$ cat config.mk
export PLATFORM = sky130hd
export DESIGN_NAME = fifo_row_ctrl_flat
export DESIGN_NICKNAME = d
export VERILOG_FILES = /design/src/rtl/fifo_row_ctrl_if.sv /design/src/rtl/fifo_row_ctrl.sv /design/src/flat_wrapper.sv
export SDC_FILE = /design/constraint.sdc
export NUM_CORES = 1
export LEC_CHECK = 0
export BUFFER_PORTS_ARGS = -buffer_cell sky130_fd_sc_hd__buf_2
export CAP_MARGIN = 20
export CORE_AREA = 2 2 46 48
export DETAILED_ROUTE_END_ITERATION = 8
export DIE_AREA = 0 0 48 50
export GPL_TIMING_DRIVEN = 0
export PLACE_DENSITY_LB_ADDON = 0.2
export SYNTH_ARGS = -nofsm -noshare
export SYNTH_HDL_FRONTEND = slang
export SYNTH_SLANG_ARGS = --single-unit
$ cat constraint.sdc
create_clock -name clk -period 2.9 [get_ports clk]
set_clock_uncertainty 0.15 [all_clocks]
set_input_delay 0.725 -clock clk [delete_from_list [all_inputs] [get_ports clk]]
set_output_delay 0.725 -clock clk [all_outputs]
set_load 0.01 [all_outputs]
$ cat src/rtl/fifo_row_ctrl_if.sv
// Handshake/strobe bundle between the FIFO requester and the row pointer controller.
interface fifo_row_ctrl_if #(
  parameter int DEPTH = 8,
  parameter int AW    = 3
);
  logic             wr_en;
  logic             rd_en;
  logic [DEPTH-1:0] ws;
  logic [DEPTH-1:0] rs;
  logic [DEPTH-1:0] oe;
  logic             full;
  logic             empty;
  logic [AW:0]      count;
  logic             ovf;
  logic             udf;

  modport master (
    output wr_en, rd_en,
    input  ws, rs, oe, full, empty, count, ovf, udf
  );

  modport slave (
    input  wr_en, rd_en,
    output ws, rs, oe, full, empty, count, ovf, udf
  );
endinterface

$ cat src/rtl/fifo_row_ctrl.sv
// Pointer/flag controller for a register-row FIFO: one-hot row strobes,
// occupancy, full/empty and sticky overflow/underflow.
module fifo_row_ctrl #(
  parameter int DEPTH = 8,
  parameter int AW    = 3
) (
  input  logic           clk,
  input  logic           clear,
  fifo_row_ctrl_if.slave bus
);

  logic [AW-1:0]    wptr_q, wptr_d;
  logic [AW-1:0]    rptr_q, rptr_d;
  logic [AW:0]      count_q, count_d;
  logic             ovf_q, udf_q;
  logic             full, empty;
  logic             wr_ok, rd_ok, head_vld;
  logic [DEPTH-1:0] ws_dec, oe_dec;

  assign full     = (count_q == (AW+1)'(DEPTH));
  assign empty    = (count_q == '0);
  assign wr_ok    = bus.wr_en & ~full & clear;
  assign rd_ok    = bus.rd_en & ~empty & clear;
  assign head_vld = ~empty & clear;

  // Per-row decode; the head row keeps driving the bus while not empty.
  for (genvar i = 0; i < DEPTH; i++) begin : g_row
    assign ws_dec[i] = wr_ok    & (wptr_q == AW'(i));
    assign oe_dec[i] = head_vld & (rptr_q == AW'(i));
  end

  always_comb begin
    wptr_d  = wptr_q + AW'(wr_ok);
    rptr_d  = rptr_q + AW'(rd_ok);
    count_d = count_q + (AW+1)'(wr_ok) - (AW+1)'(rd_ok);
  end

  always_ff @(posedge clk) begin
    if (!clear) begin
      wptr_q  <= '0;
      rptr_q  <= '0;
      count_q <= '0;
      ovf_q   <= 1'b0;
      udf_q   <= 1'b0;
    end else begin
      wptr_q  <= wptr_d;
      rptr_q  <= rptr_d;
      count_q <= count_d;
      ovf_q   <= ovf_q | (bus.wr_en & full);
      udf_q   <= udf_q | (bus.rd_en & empty);
    end
  end

  assign bus.ws    = ws_dec;
  assign bus.rs    = oe_dec;
  assign bus.oe    = oe_dec;
  assign bus.full  = full;
  assign bus.empty = empty;
  assign bus.count = count_q;
  assign bus.ovf   = ovf_q;
  assign bus.udf   = udf_q;

endmodule

$ cat src/flat_wrapper.sv
// flat-port wrapper written by rule: the top's interface ports become plain ports
module fifo_row_ctrl_flat 
#(
  parameter int DEPTH = 8,
  parameter int AW    = 3
)
  (clk, clear, bus_wr_en, bus_rd_en, bus_ws, bus_rs, bus_oe, bus_full, bus_empty, bus_count, bus_ovf, bus_udf);
  fifo_row_ctrl_if #(.DEPTH(DEPTH), .AW(AW)) bus_i ();
  input  logic clk;
  input  logic clear;
  input wire logic [$bits(bus_i.wr_en)-1:0] bus_wr_en;
  input wire logic [$bits(bus_i.rd_en)-1:0] bus_rd_en;
  output wire logic [$bits(bus_i.ws)-1:0] bus_ws;
  output wire logic [$bits(bus_i.rs)-1:0] bus_rs;
  output wire logic [$bits(bus_i.oe)-1:0] bus_oe;
  output wire logic [$bits(bus_i.full)-1:0] bus_full;
  output wire logic [$bits(bus_i.empty)-1:0] bus_empty;
  output wire logic [$bits(bus_i.count)-1:0] bus_count;
  output wire logic [$bits(bus_i.ovf)-1:0] bus_ovf;
  output wire logic [$bits(bus_i.udf)-1:0] bus_udf;
  assign bus_i.wr_en = bus_wr_en;
  assign bus_i.rd_en = bus_rd_en;
  assign bus_ws = bus_i.ws;
  assign bus_rs = bus_i.rs;
  assign bus_oe = bus_i.oe;
  assign bus_full = bus_i.full;
  assign bus_empty = bus_i.empty;
  assign bus_count = bus_i.count;
  assign bus_ovf = bus_i.ovf;
  assign bus_udf = bus_i.udf;
  fifo_row_ctrl #(.DEPTH(DEPTH), .AW(AW)) u_core (.clk(clk), .clear(clear), .bus(bus_i));
endmodule
==> run_results.csv <==
group,metric,value,unit
status,outcome,"finished, final reports clean",
clocking,clk_path_buf_depth,2,
synthesis,ys_types,28,
worst_setup_path,crit_path_max_fanout,4,
sta,slew_headroom,76.9,%
floorplanning,row_count,16,
sta,drv_slew,0,
sta,hold_viol,0,
min_path,hp-class,"register to register",
synthesis,synth_edf_count,0,
route,routed_wl,1550,um
sta,min_period,2660,ps
floorplanning,io_pins,36,
clocking,cts_resized,0,
sta,rsz0062_at_grt,"no",
power_and_ir_drop,pwr-share-seq,31.3,%
clocking,h-tree-depth,1,
floorplanning,fp.coreArea,1900,um^2
route,antenna_left,0,
synthesis,async_flop_share,0,%
synthesis,ys_seq_elements,12,
power_and_ir_drop,power_density,747,nW/um^2
worst_setup_path,timing.rr.start,"u_core.bus.count[2]",
synthesis,avgSynthCellArea,8.60,um^2
global_routing,antenna_found_initial,0,
power_and_ir_drop,intPower,478,uW
synthesis,synth_area,800,um^2
worst_setup_path,worst_ep_arrival_time,2690,ps
route,num_vias,696,
synthesis,synth.largest_area_cell,"dfxtp_1",
final_layout,fin_cells,158,
worst_setup_path,rr_endpoint,"u_core.bus.count[2]",
floorplanning,initial_core_util,42.0,%
synthesis,netlist_top_cells_count,"dfxtp_1, nor2_1, ha_1, and2_1, buf_4",
power_and_ir_drop,power_frac_comb,51.0,%
clocking,clkTransAtPathRegs,80,ps
route,avgViaCountPerCell,4.41,
route,drtPass1Iterations,3,
sta,finalCritPeriodShare,91.6,%
clocking,root_buffer,"clkbuf_4",
synthesis,syn_inst,93,
worst_setup_path,regToRegSetupSlack,240,ps
power_and_ir_drop,p_sw,298,uW
worst_setup_path,worstPathRequired,2930,ps
floorplanning,die_x,48,um
run,drv_cap,0,
clocking,cts.sinks,12,
global_routing,grt_usage,14.8,%
synthesis,synthFlopType,"dfxtp_1",
floorplanning,die_y,50,um
synthesis,yosysWarningCount,0,
synthesis,synth_top_area_share,30.0,%
final_layout,layout.nets,147,
worst_setup_path,crit_path_end_kind,"register",
sta,setup-tns-final,0,ps
min_path,min_from,"u_core.bus.udf",
power_and_ir_drop,clkPwrFrac,17.7,%
route,drt_iter0_drc,3,
power_and_ir_drop,p_leak,0.591,nW
final_layout,n_antenna_cell,0,
worst_setup_path,critPathLaunchType,"register",
synthesis,yosysSeqAreaShare,30.0,%
place,placed_cells,154,
sta,worst_slew_pin_slew,346,ps
global_routing,grt.overflow.total,0,
synthesis,syn-num-nets,108,
power_and_ir_drop,ir_worst_vdd,0.460,mV
clocking,insertion_delay,280,ps
global_routing,grt_max_degree,11,
final_layout,fillerInstances,195,
place,dpl.hpwl,1250,um
worst_setup_path,path_class,"register to register",
final_layout,area.growth.synth_to_final,30.0,%
floorplanning,dieArea,2400,um^2
route,drc_errors,0,
clocking,cts_buffers,3,
place,gp_congestion,0.682,
final_layout,multi_input_area,457,um^2
min_path,min_to,"u_core.bus.udf",
clocking,hold_buffers,0,
final_layout,final_core_util,54.7,%
place,port_buffers,34,
sta,max_clock_freq,377,MHz
clocking,cts_tree,"done",
synthesis,synth_area_leaders,"dfxtp_1, ha_1, buf_4",
route,wl_per_cell,9.82,um
final_layout,seq_area,240,um^2
min_path,whs_path_depth,2,
global_routing,grt_pass1_vias,636,
power_and_ir_drop,swShare,38.4,%
worst_setup_path,reg2regPathDepth,11,
sta,setup_violations,0,
final_layout,final_layout_size_suffix_gt1_share,42.7,%
global_routing,grt_pass1_wl,2550,um
clocking,cts_setup_buffers,0,
-- worst max-delay path by stage --
stage / slack (ps) / start / depth (start not counted) / endpoint
global placement: 300 / u_core.bus.count[2] / 11 / u_core.bus.count[2]
detailed placement: 280 / u_core.bus.count[2] / 11 / u_core.bus.count[2]
finish: 240 / u_core.bus.count[2] / 11 / u_core.bus.count[2]
global route: 110 / u_core.bus.count[2] / 11 / u_core.bus.count[2]
CTS: 220 / u_core.bus.count[2] / 11 / u_core.bus.count[2]
floorplan: 370 / u_core.bus.count[2] / 11 / u_core.bus.count[2]
-- state kept, by name, indices dropped and copies added, names as in the netlist --
register and cells:
u_core.bus.count 4, u_core.bus.ovf 1, u_core.bus.udf 1, u_core.rptr_q 3
u_core.wptr_q 3
-- cells by family (layout without fill, tap and decap cells) --
kind of cell / count (synthesis) / after routing / synth area share, %
AND/OR/NAND/NOR: 43 / 43 / 30.7
AO/OA/AOI/OAI: 4 / 4 / 3.76
buffers and inverters: 19 / 57 / 12.8
flip-flops: 12 / 12 / 30.0
XOR/XNOR: 3 / 3 / 3.29
adder cells (fa/ha/maj): 11 / 11 / 18.2
multiplexers: 1 / 1 / 1.25
-- layout make-up --
cell class / instances / area share (%)
Tap cell: 27 / 3.25
Timing Repair Buffer: 34 / 16.4
Buffer: 10 / 6.62
Inverter: 9 / 3.25
Sequential cell: 12 / 23.1
Multi-Input combinational cell: 62 / 43.9
Clock buffer: 4 / 3.49
-- stage by stage --
stage	cell area, um^2	hold WS, ps	total power, mW	setup slack [ps]
CTS	1040	351	0.787	219
global route	1040	374	0.846	109
finish	1040	350	0.776	244
global placement	1000	322	0.626	302
floorplan	800	377	0.528	373
detailed placement	1000	329	0.639	282
-- layout by cell type, fill, tap and decap left out, drive strengths merged, types with 2 or more instances in the layout --
cell,count
and2,8
clkbuf,5
dfxtp,12
nor3,4
nor2b,3
xor2,2
buf,43
ha,10
a21oi,3
nand2b,5
and3,2
nor2,12
or3b,2
inv,9
nand2,3
-- worst max-delay path: stages, from the launching register on --
cell	delay (ps)
dfxtp_1	310
inv_1	100
ha_1	150
or3b_4	400
and3_1	220
ha_1	270
inv_1	70
ha_1	180
inv_1	60
fa_1	380
xnor2_1	130
and2_1	150
-- per-layer routing --
| metal | GRT usage (%) | vias to the layer above | wire [um] |
|---|---|---|---|
| met4 | 5.41 | 0 | 27 |
| li1 | - | 364 | - |
| met1 | 14.8 | 311 | 618 |
| met2 | 28.0 | 18 | 851 |
| met3 | 2.56 | 3 | 54 |
| met5 | 0 | - | 0 |
-- power by group through the flow --
stage	sequential, mW	clock [mW]	combinational, mW
after floorplan	0.256	0	0.272
after global placement	0.245	0	0.381
after detailed placement	0.247	0	0.393
after CTS	0.244	0.141	0.403
after global routing	0.250	0.146	0.449
final	0.243	0.138	0.396
No activity file was read; power rests on OpenSTA's default activity.
